<file path="src/rtl/mem_port_arbiter_if.sv">
// Bundle of the fetch, data and memory-port signals around mem_port_arbiter.
// master = arbiter side, slave = requesters plus memory side.
interface mem_port_arbiter_if #(
    parameter int unsigned ADDR_W = 32,
    parameter int unsigned DATA_W = 32
);
    logic              if_req;
    logic [ADDR_W-1:0] if_addr;
    logic [DATA_W-1:0] if_rdata;
    logic              if_valid;
    logic              if_stall;

    logic              d_req;
    logic              d_we;
    logic [ADDR_W-1:0] d_addr;
    logic [DATA_W-1:0] d_wdata;
    logic [DATA_W-1:0] d_rdata;
    logic              d_valid;
    logic              d_stall;

    logic              mem_req;
    logic              mem_we;
    logic [ADDR_W-1:0] mem_addr;
    logic [DATA_W-1:0] mem_wdata;
    logic [DATA_W-1:0] mem_rdata;
    logic              mem_ready;

    modport master (
        input  if_req, if_addr, d_req, d_we, d_addr, d_wdata, mem_rdata, mem_ready,
        output if_rdata, if_valid, if_stall, d_rdata, d_valid, d_stall,
        output mem_req, mem_we, mem_addr, mem_wdata
    );

    modport slave (
        output if_req, if_addr, d_req, d_we, d_addr, d_wdata, mem_rdata, mem_ready,
        input  if_rdata, if_valid, if_stall, d_rdata, d_valid, d_stall,
        input  mem_req, mem_we, mem_addr, mem_wdata
    );
endinterface

</file>
<file path="src/rtl/mem_port_arbiter.sv">
// Two-requester (fetch / data) arbiter onto a single memory port; data wins by default.
// Define MEM_ARB_FAIR_EN to force a fetch after STARVE_LIMIT data grants while fetch waits.
module mem_port_arbiter #(
    parameter int unsigned ADDR_W       = 32,
    parameter int unsigned DATA_W       = 32,
    parameter int unsigned STARVE_LIMIT = 4
) (
    input  logic               clk,
    input  logic               rst_n,
    mem_port_arbiter_if.master bus
);

    typedef enum logic [1:0] {
        IDLE    = 2'd0,
        BUSY_IF = 2'd1,
        BUSY_D  = 2'd2,
        DONE    = 2'd3
    } state_e;

    state_e            state_q, state_d;
    logic [ADDR_W-1:0] addr_q, addr_d;
    logic              we_q, we_d;
    logic [DATA_W-1:0] wdata_q, wdata_d;
    logic              sel_data_q, sel_data_d;
    logic [DATA_W-1:0] if_rdata_q, if_rdata_d;
    logic [DATA_W-1:0] d_rdata_q, d_rdata_d;

    logic grant_fetch;
    logic grant_data;
    logic starved;

`ifdef MEM_ARB_FAIR_EN
    localparam int unsigned CNT_W = (STARVE_LIMIT < 1) ? 1 : $clog2(STARVE_LIMIT + 1);

    logic [CNT_W-1:0] starve_q, starve_d;

    assign starved = (starve_q == CNT_W'(STARVE_LIMIT));

    // Counter only tracks data grants that overtook a waiting fetch.
    always_comb begin
        starve_d = starve_q;
        if (!bus.if_req || grant_fetch) begin
            starve_d = '0;
        end else if (grant_data) begin
            starve_d = starve_q + 1'b1;
        end
    end

    always_ff @(posedge clk or negedge rst_n) begin
        if (!rst_n) begin
            starve_q <= '0;
        end else begin
            starve_q <= starve_d;
        end
    end
`else
    assign starved = 1'b0;
`endif

    // Next-state and grant decision
    always_comb begin
        state_d     = state_q;
        grant_fetch = 1'b0;
        grant_data  = 1'b0;
        // A zero limit would make the fair build starve data instead.
        assert (STARVE_LIMIT != 0);
        case (state_q)
            IDLE: begin
                if (bus.if_req && (starved || !bus.d_req)) begin
                    grant_fetch = 1'b1;
                    state_d     = BUSY_IF;
                end else if (bus.d_req) begin
                    grant_data = 1'b1;
                    state_d    = BUSY_D;
                end
            end
            BUSY_IF, BUSY_D: begin
                if (bus.mem_ready) begin
                    state_d = DONE;
                end
            end
            DONE:    state_d = IDLE;
            default: state_d = IDLE;
        endcase
    end

    // Request latches and read-data capture
    always_comb begin
        addr_d     = addr_q;
        we_d       = we_q;
        wdata_d    = wdata_q;
        sel_data_d = sel_data_q;
        if_rdata_d = if_rdata_q;
        d_rdata_d  = d_rdata_q;

        if (grant_fetch) begin
            addr_d     = bus.if_addr;
            we_d       = 1'b0;
            wdata_d    = '0;
            sel_data_d = 1'b0;
        end else if (grant_data) begin
            addr_d     = bus.d_addr;
            we_d       = bus.d_we;
            wdata_d    = bus.d_wdata;
            sel_data_d = 1'b1;
        end

        if (state_q == BUSY_IF && bus.mem_ready) begin
            if_rdata_d = bus.mem_rdata;
        end
        if (state_q == BUSY_D && bus.mem_ready && !we_q) begin
            d_rdata_d = bus.mem_rdata;
        end
    end

    always_ff @(posedge clk or negedge rst_n) begin
        if (!rst_n) begin
            state_q    <= IDLE;
            addr_q     <= '0;
            we_q       <= 1'b0;
            wdata_q    <= '0;
            sel_data_q <= 1'b0;
            if_rdata_q <= '0;
            d_rdata_q  <= '0;
        end else begin
            state_q    <= state_d;
            addr_q     <= addr_d;
            we_q       <= we_d;
            wdata_q    <= wdata_d;
            sel_data_q <= sel_data_d;
            if_rdata_q <= if_rdata_d;
            d_rdata_q  <= d_rdata_d;
        end
    end

    // FSM outputs
    always_comb begin
        bus.mem_req  = (state_q == BUSY_IF) || (state_q == BUSY_D);
        bus.if_valid = (state_q == DONE) && !sel_data_q;
        bus.d_valid  = (state_q == DONE) && sel_data_q;
    end

    assign bus.mem_we    = we_q;
    assign bus.mem_addr  = addr_q;
    assign bus.mem_wdata = wdata_q;
    assign bus.if_rdata  = if_rdata_q;
    assign bus.d_rdata   = d_rdata_q;
    assign bus.if_stall  = bus.if_req & ~bus.if_valid;
    assign bus.d_stall   = bus.d_req & ~bus.d_valid;

endmodule

</file>
<file path="src/flat_wrapper.sv">
// flat-port wrapper written by rule: the top's interface ports become plain ports
module mem_port_arbiter_flat 
#(
    parameter int unsigned ADDR_W       = 32,
    parameter int unsigned DATA_W       = 32,
    parameter int unsigned STARVE_LIMIT = 4
)
  (clk, rst_n, bus_if_req, bus_if_addr, bus_d_req, bus_d_we, bus_d_addr, bus_d_wdata, bus_mem_rdata, bus_mem_ready, bus_if_rdata, bus_if_valid, bus_if_stall, bus_d_rdata, bus_d_valid, bus_d_stall, bus_mem_req, bus_mem_we, bus_mem_addr, bus_mem_wdata);
  mem_port_arbiter_if #(.ADDR_W(ADDR_W), .DATA_W(DATA_W)) bus_i ();
  input  logic clk;
  input  logic rst_n;
  input wire logic [$bits(bus_i.if_req)-1:0] bus_if_req;
  input wire logic [$bits(bus_i.if_addr)-1:0] bus_if_addr;
  input wire logic [$bits(bus_i.d_req)-1:0] bus_d_req;
  input wire logic [$bits(bus_i.d_we)-1:0] bus_d_we;
  input wire logic [$bits(bus_i.d_addr)-1:0] bus_d_addr;
  input wire logic [$bits(bus_i.d_wdata)-1:0] bus_d_wdata;
  input wire logic [$bits(bus_i.mem_rdata)-1:0] bus_mem_rdata;
  input wire logic [$bits(bus_i.mem_ready)-1:0] bus_mem_ready;
  output wire logic [$bits(bus_i.if_rdata)-1:0] bus_if_rdata;
  output wire logic [$bits(bus_i.if_valid)-1:0] bus_if_valid;
  output wire logic [$bits(bus_i.if_stall)-1:0] bus_if_stall;
  output wire logic [$bits(bus_i.d_rdata)-1:0] bus_d_rdata;
  output wire logic [$bits(bus_i.d_valid)-1:0] bus_d_valid;
  output wire logic [$bits(bus_i.d_stall)-1:0] bus_d_stall;
  output wire logic [$bits(bus_i.mem_req)-1:0] bus_mem_req;
  output wire logic [$bits(bus_i.mem_we)-1:0] bus_mem_we;
  output wire logic [$bits(bus_i.mem_addr)-1:0] bus_mem_addr;
  output wire logic [$bits(bus_i.mem_wdata)-1:0] bus_mem_wdata;
  assign bus_i.if_req = bus_if_req;
  assign bus_i.if_addr = bus_if_addr;
  assign bus_i.d_req = bus_d_req;
  assign bus_i.d_we = bus_d_we;
  assign bus_i.d_addr = bus_d_addr;
  assign bus_i.d_wdata = bus_d_wdata;
  assign bus_i.mem_rdata = bus_mem_rdata;
  assign bus_i.mem_ready = bus_mem_ready;
  assign bus_if_rdata = bus_i.if_rdata;
  assign bus_if_valid = bus_i.if_valid;
  assign bus_if_stall = bus_i.if_stall;
  assign bus_d_rdata = bus_i.d_rdata;
  assign bus_d_valid = bus_i.d_valid;
  assign bus_d_stall = bus_i.d_stall;
  assign bus_mem_req = bus_i.mem_req;
  assign bus_mem_we = bus_i.mem_we;
  assign bus_mem_addr = bus_i.mem_addr;
  assign bus_mem_wdata = bus_i.mem_wdata;
  mem_port_arbiter #(.ADDR_W(ADDR_W), .DATA_W(DATA_W), .STARVE_LIMIT(STARVE_LIMIT)) u_core (.clk(clk), .rst_n(rst_n), .bus(bus_i));
endmodule
</file>
<file path="config.mk">
export PLATFORM = sky130hd
export DESIGN_NAME = mem_port_arbiter_flat
export DESIGN_NICKNAME = d
export VERILOG_FILES = /design/src/rtl/mem_port_arbiter_if.sv /design/src/rtl/mem_port_arbiter.sv /design/src/flat_wrapper.sv
export SDC_FILE = /design/constraint.sdc
export NUM_CORES = 1
export LEC_CHECK = 0
export CORE_UTILIZATION = 43
export CTS_CLUSTER_SIZE = 30
export DETAILED_ROUTE_END_ITERATION = 7
export GPL_TIMING_DRIVEN = 0
export PLACE_DENSITY_LB_ADDON = 0.3
export SLEW_MARGIN = 10
export SYNTH_ARGS = -nofsm -noshare
export SYNTH_HDL_FRONTEND = slang
export SYNTH_SLANG_ARGS = --single-unit
export TNS_END_PERCENT = 30
</file>
<file path="constraint.sdc">
create_clock -name clk -period 4.1 [get_ports clk]
set_input_delay 0.41 -clock clk [delete_from_list [all_inputs] [get_ports clk]]
set_output_delay 0.41 -clock clk [all_outputs]
set_load 0.01 [all_outputs]
</file>
==> flow_summary_export.csv, run 1 <==
group,metric,value,unit
status,status,"finished, final reports clean",
finish,synthToLayoutAreaGrowth,65.50,%
grt,antenna_found_initial,0,
die,coreArea,12010,um2
min_path,whs_path_depth,1,
worst_setup_path,r2r_start,"u_core.state_q[0]",
logic_synthesis,synth_area_leaders,"dfrtp_1, mux2_2, a22o_1",
min_path,hp-class,"reg -> reg",
logic_synthesis,ys_seq_elements,132,
timing,fmax,441.4,MHz
timing,setup-violations-final,0,
finish,drive_gt1_share,19.05,%
worst_setup_path,reg2reg_to,"u_core.bus.mem_addr[12]",
timing,relSlewSlack,61.06,%
logic_synthesis,yosys_warnings,0,
logic_synthesis,async_flop_share,100.0,%
logic_synthesis,synthAdderAreaFrac,1.177,%
clocking,cts_tree,"done",
power,p_sw,2170,uW
grt,grt_usage,23.77,%
flow_run,maxCapViolCount,0,
finish,final_core_util,73.25,%
power,p_clk_share,21.6,%
worst_setup_path,crit_family,"buffers and inverters",
finish,final_cell_count_no_fill,861,
logic_synthesis,synth_top_family_by_area,"multiplexers",
timing,skew,0.009635,ns
die,die-area,12810,um2
worst_setup_path,critPathSlowestCell,"clkdlybuf4s50_1",
power,power_leakage,0.003810,uW
worst_setup_path,worstPathMaxFanout,3,
worst_setup_path,crit_chain,"ha_1, and2_1, nor2b_1, clkdlybuf4s50_1",
min_path,min_to,"u_core.bus.d_rdata[21]",
timing,finalHoldViolCount,0,
placement,dp_cells,828,
worst_setup_path,endpoint_kind,"output pin",
logic_synthesis,ys_seq_area_share,62.13,%
die,die_h,113.2,um
finish,num_antenna_cells,0,
clocking,clk_pin_slew_worst_paths,0.06,ns
timing,post-route-min-period,2.265,ns
logic_synthesis,synth_cell_types,22,
die,io_pins,268,
logic_synthesis,yosys.area_share.simple,6.096,%
logic_synthesis,synth-edff-count,0,
route,wl_per_cell,17.17,um
clocking,insertion_delay,0.40,ns
timing,setup_tns,0,ns
logic_synthesis,synth.mux.area_fraction,14.14,%
power,power_density,781.7,nW/um2
route,drt-pass1-iter-count,4,
route,drc,0,
placement,hpwl,10.94,mm
timing,tightestPinTransition,0.5841,ns
clocking,cts-root-buf,"clkbuf_16",
logic_synthesis,synth-xor-area-share,0,%
worst_setup_path,cp-start-kind,"flop",
route,antenna_left,0,
worst_setup_path,slowest_delay,0.55,ns
logic_synthesis,synthFlopType,"dfrtp_1",
timing,final-max-slew-violation-count,0,
grt,grt_pass1_vias,4692,
finish,final_nets,840,
placement,dpl_cell_area,8202,um2
power,comb_power_share,45.1,%
power,switching_share,31.55,%
grt,grt_max_degree,73,
grt,grt_first_pass_wirelength,23.33,mm
logic_synthesis,synth_top_area_share,62.13,%
power,seqPwrFrac,33.2,%
worst_setup_path,crit_type,"reg -> out",
worst_setup_path,critPathBufInv,1,
min_path,hold_start,"u_core.bus.d_rdata[21]",
clocking,h-tree-depth,4,
die,rows,40,
timing,fin_crit_sh,55.26,%
logic_synthesis,synth_largest_area_cell,"dfrtp_1",
logic_synthesis,synth_compound_area_share,12.83,%
die,die_w,113.2,um
route,num_vias,4356,
logic_synthesis,synth.avg_cell_area,12.87,um2
finish,final_area,8798,um2
power,internal_power,4708,uW
worst_setup_path,r2r_cells,7,
clocking,cts_sinks,132,
worst_setup_path,r2r_slack,2.33,ns
logic_synthesis,synth_fp_nets,552,
worst_setup_path,critical_path_required,3.69,ns
clocking,cts_buffers,17,
logic_synthesis,synthCells,413,
clocking,cts.path.max_buffers,2,
timing,whs,0.5023,ns
placement,gp_congestion,0.7896,
route,drt_iter0_markers,232,
placement,port_buffers,267,
grt,grt_overflow_total,0,
route,vias_per_cell,5.059,
clocking,ctsResizeCount,0,
worst_setup_path,crit_arrival,1.86,ns
die,start_util,44.26,%
logic_synthesis,syn-cell-area,5316,um2
power,vdd_drop_max,425.5,uV
timing,grt_setup_unrepaired,"no",
route,wl,14.78,mm
## what timing repair did
action | 4_1_cts | 5_1_grt
hold buffers | 1 | 0
hold endpoints to repair | 1 | 0
buffers inserted | 0 | 0
## synth_stat cells, types with 3 or more instances
library cell  instances
dfrtp_1             132
mux2_2               65
a21oi_1              56
nor2_1               35
a22o_1               33
nand2_1              33
buf_2                15
a21oi_2              11
buf_4                 7
ha_1                  5
nor2b_1               4
buf_6                 3
## flip-flops by register name, indices dropped and copies added, names as in the netlist
| register | flops |
|---|---|
| u_core.bus.mem_addr | 32 |
| u_core.bus.mem_wdata | 32 |
| u_core.state_q | 2 |
| u_core.sel_data_q | 1 |
| u_core.bus.mem_we | 1 |
| u_core.bus.d_rdata | 32 |
| u_core.bus.if_rdata | 32 |
## worst max-delay path by stage
stage,depth (start not counted),endpoint,slack [ns],from
2_1_floorplan,5,u_core.state_q[1],2.51,u_core.state_q[0]
3_3_place_gp,1,u_core.bus.mem_wdata[20],-2.32,rst_n
3_5_place_dp,3,bus_d_stall,1.95,bus_d_req
4_1_cts,4,bus_d_stall,1.80,u_core.state_q[0]
5_1_grt,4,bus_d_stall,1.71,u_core.state_q[0]
6_report,4,bus_d_stall,1.83,u_core.state_q[0]
## routing by layer
| layer | GRT usage (%) | up-vias | part of all wire, % |
|---|---|---|---|
| met5 | 0 | - | 0 |
| met4 | 9.298 | 0 | 2.5 |
| met3 | 7.606 | 28 | 7.8 |
| met2 | 40.45 | 208 | 49 |
| met1 | 28.00 | 2099 | 40 |
| li1 | - | 2021 | - |
## layout make-up
class,instances,area (um2)
clock buffers,20,456.7
well taps,147,183.9
flip-flops and latches,132,3303
clock inverters,12,130.1
multi-input cells,252,1821
plain buffers,27,185.2
inverters,2,7.507
fillers,836,3213
repair buffers,269,2711
## cell usage in the layout (no fill, tap or decap), types with 2 or more instances in the layout
cell             synthesis  routed
ha_1                     5       5
mux2_2                  65      65
a21oi_2                 11      11
nor2b_1                  4       4
clkbuf_16                0      17
clkbuf_1                 1       2
mux2i_1                  2       2
nor2_1                  35      35
clkinv_2                 0       3
nand3b_1                 2       2
clkinvlp_4               0       5
inv_1                    2       2
buf_4                    7       7
dfrtp_1                132     132
buf_6                    3       4
clkdlybuf4s50_1          0     266
and2_1                   2       2
clkbuf_8                 0       2
bufinv_16                0       2
nand2_1                 33      33
a21oi_1                 56      56
a22o_1                  33      33
buf_2                   15      15
## per-stage QoR
stage                     worst slack (ns)  power (uW)
after global placement              -2.316        5297
final                                1.835        6878
after global routing                 1.710        7266
after detailed placement             1.946        5405
after CTS                            1.804        6939
after floorplan                      2.510        3651
## cell families after synthesis
group / Yosys count
simple gates: 78
compound gates: 102
buf+inv: 29
fa+ha+maj: 5
mux: 67
flops: 132
## power groups by stage
stage          clock [uW]  sequential [uW]  combinational, uW
6_report             1490             2290               3100
5_1_grt              1580             2370               3320
4_1_cts              1510             2290               3140
3_5_place_dp            0             2290               3120
3_3_place_gp            0             2260               3040
2_1_floorplan           0             2550               1100
## worst register-to-register path, delay by kind of cell (launching register included)
family / cells / cell delay [ns]
fa+ha+maj: 1 / 0.34
compound gates: 3 / 0.40
flops: 1 / 0.40
buf+inv: 3 / 0.51
(Power assumes the default switching activity.)
==> run 2: changes to the inputs <==
--- a/config.mk
+++ b/config.mk
@@ -5,7 +5,7 @@
 export SDC_FILE = /design/constraint.sdc
 export NUM_CORES = 1
 export LEC_CHECK = 0
-export CORE_UTILIZATION = 43
+export CORE_UTILIZATION = 40
 export CTS_CLUSTER_SIZE = 30
 export DETAILED_ROUTE_END_ITERATION = 7
 export GPL_TIMING_DRIVEN = 0
==> constraint.sdc (replaced) <==
create_clock -name clk -period 2.1 [get_ports clk]
set_input_delay 0.21 -clock clk [delete_from_list [all_inputs] [get_ports clk]]
set_output_delay 0.21 -clock clk [all_outputs]
set_load 0.01 [all_outputs]
==> run 2 against run 1 <==
First-iteration DRC count decreased by 8.2%. Sequential share of layout area decreased by 0.16 points. Register-to-register slack worse by 2.0 ns. Total power is 95% higher. Global-route usage is 1.1 points lower. Flip-flop and latch count unchanged. Routed wire length increased by 2.8%. Setup slack worse by 1.7 ns. Clock skew fell by 0.0046 ns. Non-clock buffer count is the same. Critical endpoint is now bus_if_valid.
==> flow_summary_export.csv, run 2 (synthesis gave the netlist of run 1 again) <==
group,metric,value,unit
grt,gr-usage-met2,38.75,%
timing,fin_crit_sh,93.97,%
worst_setup_path,critPathBufInv,1,
clocking,clk_pin_slew_worst_paths,0.05,ns
timing,worst_slack,0.1266,ns
route,wl_per_cell,17.15,um
worst_setup_path,crit_chain,"ha_1, nor2b_1, clkdlybuf4s50_1",
grt,grt_overflow_total,0,
grt,antenna_found_initial,0,
timing,setup-violations-final,0,
power,power_leakage,0.003842,uW
clocking,insertion_delay,0.41,ns
status,status,"finished, final reports clean",
die,rows,41,
placement,gp_congestion,0.7820,
finish,final_nets,840,
worst_setup_path,crit_arrival,1.76,ns
grt,grt_pass1_vias,4571,
worst_setup_path,crit_type,"reg -> out",
timing,fmax,506.7,MHz
route,num_vias,4374,
die,start_util,41.62,%
finish,final_common_cell,"clkdlybuf4s50_1",
worst_setup_path,slowest_delay,0.57,ns
power,comb_power_share,45.0,%
finish,layout_common_cells,"clkdlybuf4s50_1, dfrtp_1, mux2_2",
route,wl,15.20,mm
timing,whs,0.3294,ns
grt,use_met3,8.754,%
worst_setup_path,worstPathMaxFanout,4,
clocking,cts_setup_buffers,0,
grt,grt_use_met1,24.01,%
grt,grt_usage,22.62,%
clocking,cts_buffers,17,
route,drt-pass1-iter-count,4,
die,die-area,13760,um2
worst_setup_path,critical_path_required,1.89,ns
route,drt_iter0_markers,213,
timing,setup_tns,0,ns
power,switching_share,31.26,%
finish,synthToLayoutAreaGrowth,66.23,%
power,p_sw,4202,uW
power,vdd_drop_max,684.1,uV
placement,dp_slack,0.3107,ns
min_path,hp-class,"in -> async",
finish,fill_cells,898,
timing,skew,0.005082,ns
timing,final-max-slew-violation-count,0,
clocking,cts_sinks,132,
power,internal_power,9242,uW
timing,post-route-min-period,1.973,ns
route,vias_per_cell,4.937,
worst_setup_path,r2r_cells,7,
timing,finalHoldViolCount,0,
timing,grt_setup_unrepaired,"no",
grt,grt_max_degree,83,
worst_setup_path,endpoint_kind,"output pin",
placement,hpwl,11.06,mm
worst_setup_path,crit_family,"buffers and inverters",
finish,final_area,8837,um2
power,p_clk_share,21.7,%
die,coreArea,12770,um2
finish,num_antenna_cells,0,
timing,tightestPinTransition,0.4981,ns
grt,grt_first_pass_wirelength,22.74,mm
clocking,cts_tree,"done",
grt,grt-busiest-layer,"met2",
worst_setup_path,cp-start-kind,"flop",
flow_run,maxCapViolCount,0,
clocking,h-tree-depth,4,
die,die_h,117.3,um
route,antenna_left,0,
placement,dpl_cell_area,8233,um2
die,die_w,117.3,um
clocking,cts-root-buf,"clkbuf_16",
route,drc,0,
power,seqPwrFrac,33.3,%
die,io_pins,268,
power,power_density,1521,nW/um2
worst_setup_path,cp.depth,3,
finish,drive_gt1_share,18.77,%
placement,port_buffers,267,
clocking,cts.path.max_buffers,2,
finish,multi_input_area,1821,um2
timing,relSlewSlack,66.79,%
finish,regArea,3303,um2
worst_setup_path,critPathSlowestCell,"clkdlybuf4s50_1",
power,finalPower,13440,uW
-- run 2: cell count changes in the layout (fill, tap and decap cells not counted), sizes merged --
cell,previous run,this run
inv,3,2
dlymetal6s2s,0,2
clkdlybuf4s50,266,263
dlygate4sd2,0,1
clkinvlp,5,2
clkbuf,21,25
-- run 2: layout make-up --
type / count / share of cell area [%]
Inverter: 2 / 0.08495
Tap cell: 172 / 2.435
Timing Repair Buffer: 269 / 30.72
Buffer: 27 / 2.095
Multi-Input combinational cell: 252 / 20.60
Clock inverter: 8 / 1.119
Sequential cell: 132 / 37.38
Clock buffer: 24 / 5.564
-- run 2: path summary, 6_finish.rpt --
| path | to | startpoint | slack, ns |
|---|---|---|---|
| max in group asynchronous | u_core.bus.mem_wdata[24] | rst_n | 1.01 |
| min in group clk | u_core.bus.mem_addr[18] | bus_d_addr[18] | 0.34 |
| min reg2reg | u_core.bus.if_rdata[18] | u_core.bus.if_rdata[18] | 0.50 |
| min | u_core.bus.if_rdata[13] | rst_n | 0.33 |
| max | bus_if_valid | u_core.state_q[1] | 0.13 |
| max reg2reg | u_core.bus.mem_addr[6] | u_core.state_q[0] | 0.35 |
-- run 2: what timing repair did --
| action | CTS | global route |
|---|---|---|
| setup endpoints to repair | 1 | 2 |
| hold buffers | 1 | 0 |
| hold endpoints to repair | 50 | 0 |
| gates resized for setup | 1 | 2 |
-- run 2: power groups by stage --
stage | sequential, uW | combinational (uW) | clock (uW)
final | 4470 | 6050 | 2920
after global routing | 4600 | 6540 | 3100
after CTS | 4470 | 6130 | 2980
after detailed placement | 4480 | 6100 | 0
after global placement | 4440 | 5950 | 0
after floorplan | 4980 | 2150 | 0
-- run 2: per-layer routing --
layer | wire (um) | vias up
li1 | - | 2020
met1 | 5736 | 2117
met2 | 7621 | 207
met3 | 1396 | 30
met4 | 442 | 0
met5 | 0 | -
-- run 2: per-stage QoR --
step                      std cells  util (%)
after detailed placement        853     64.45
after CTS                       886     69.14
after global placement          852     64.23
after global routing            886     69.18
final                           886     69.18
after floorplan                 413         -
==> edit (config.mk and constraints of run 2) <==
The option `MEM_ARB_FAIR_EN` is turned on by a define.
--- a/src/rtl/mem_port_arbiter.sv
+++ b/src/rtl/mem_port_arbiter.sv
@@ -1,5 +1,7 @@
 // Two-requester (fetch / data) arbiter onto a single memory port; data wins by default.
 // Define MEM_ARB_FAIR_EN to force a fetch after STARVE_LIMIT data grants while fetch waits.
+`define MEM_ARB_FAIR_EN
+
 module mem_port_arbiter #(
     parameter int unsigned ADDR_W       = 32,
     parameter int unsigned DATA_W       = 32,
Check against the original RTL: no difference found for any inputs over 4 cycles, from zero or initial values and one cycle with rst_n low; that may be too few to reach the edited logic, so the function may still have changed.
==> edit against run 2 <==
Wire length is 16% higher; synthesized cell count rose by 22%; sequential cell count up 3; via count rose by 22%; worst setup slack got worse by 30 ps; combinational power rose by 4.3%; total power is 3.7% higher; final cell count increased by 11%; cell area up 6.1%; synthesized area increased by 9.8%; hold slack lost 0.93 ps; critical endpoint unchanged; largest power group unchanged.
==> edit: results (changes against run 2) <==
| Metric | Value |
|---|---|
| Status | `complete, no violations` |
| Gpl congestion | `0.852 (+8.9%)` |
| R2R cell count | `6 (-1)` |
| Vias in the first global route | `5,339 (+17%)` |
| Clock transition at path regs | `roughly 60 ps` |
| M1 GR Usage | `0.280 (+0.0395)` |
| Final Cycle Share | `0.954 (+0.0142)` |
| WHS | `328 ps (-0.934 ps)` |
| Filler cell count | `1,101 (+23%)` |
| Flop2flop setup slack | `160 ps (-190 ps)` |
| Dpl hpwl | `13,000 um (+18%)` |
| DR vias/cell | `5.42 (+9.7%)` |
| Drt total wl | `17,600 um (+16%)` |
| Post-synth top cells | `dfrtp_1, o21ai_0, mux2_2, nand3_1` |
| CP arrival | `1790 ps (+30 ps)` |
| Average cell area after synthesis | `11.6 um^2 (-9.9%)` |
| Synth Area in Adders | `0.0129 (+0.00110)` |
| Inst Count DP | `951 (+11%)` |
| GRT met3 Usage | `0.0599 (-0.0276)` |
| GRT Util Overall | `0.238 (+0.0117)` |
| Routed wire length per instance | `17.9 um (+4.5%)` |
| Cell variety after synth | `32 (+45%)` |
| Multi-input gate area | `2180 um^2 (+20%)` |
| DRT iter0 DRCs | `309 (+45%)` |
| M2 GR Usage | `0.405 (+0.0177)` |
| Worst slew margin | `0.614 (-0.0534)` |
| Seq/Total Area, Yosys | `0.579 (-0.0424)` |
| Worst r2r src | `u_core.starve_q[0]$_DFFE_PN0P_` |
| XOR/XNOR Fraction of Synth Area | `0 (unchanged)` |
| Largest cells by area after synthesis | `dfrtp_1, mux2_2, o21ai_0` |
| Synth Net Count | `643 (+16%)` |
| R2R Path End | `u_core.bus.mem_addr[13]$_DFFE_PN0P_` |
| Pleak | `3.83 nW (-0.39%)` |
| First-pass GRT wire length | `27,200 um (+20%)` |
| Mux cell area share after synthesis | `0.125 (-0.0160)` |
| Layout cells sized above 1 | `0.170 (-0.0181)` |
| Critical Path Start | `u_core.state_q[0]$_DFFE_PN0P_` |
| Largest net degree at the start of global routing | `77 (-7.2%)` |
| Worst VDD drop | `0.704 mV (+3.0%)` |
| Layout net count | `931 (+11%)` |
| Synth Area in Compound Gates | `0.144 (+0.0156)` |
| Setup Skew | `7.85 ps (+2.77 ps)` |
| Dpl cell area | `8760 um^2 (+6.4%)` |
[edit: stage by stage]
step	TNS (ps)	power [W]
after floorplan	0	0.00735
after global placement	-581040	0.0107
after detailed placement	0	0.0110
after CTS	0	0.0141
after global routing	0	0.0147
final	0	0.0139
[edit: what timing repair did]
action,4_1_cts,5_1_grt
hold buffers,1,0
setup endpoints to repair,1,2
resized for setup,1,2
setup buffers,0,0
hold endpoints to repair,59,0
gates cloned,0,0
[edit: report_power, final]
group	switching, W	leakage, nW	total [W]	internal [W]
Clock	0.00110	0.288	0.00302	0.00192
Sequential	0.000704	1.64	0.00462	0.00391
Combinational	0.00266	1.90	0.00631	0.00365
[edit: area by class of cell]
class / instances / area share
Clock buffer: 19 / 0.0483
Tap cell: 180 / 0.0240
Timing Repair Buffer: 269 / 0.290
Sequential cell: 135 / 0.360
Buffer: 46 / 0.0266
Inverter: 7 / 0.00280
Clock inverter: 11 / 0.0159
Multi-Input combinational cell: 315 / 0.233
[edit: critical path, cell delays in order, from the launching register on]
cell and delay, ps:
dfrtp_1 400, ha_1 210, nor2b_1 190, clkdlybuf4s50_1 590
[edit: layer usage]
layer	part of all wire	wire [um]
met3	0.076	1340
met1	0.39	6950
met4	0.032	561
met2	0.50	8750
met5	0	0
[edit: kinds of logic after synthesis]
kind of cell,Yosys count
muxes,65
buffers and inverters,53
AOI/OAI and AO/OA,142
DFF,135
and+or+nand+nor,102
adders and majority gates,6
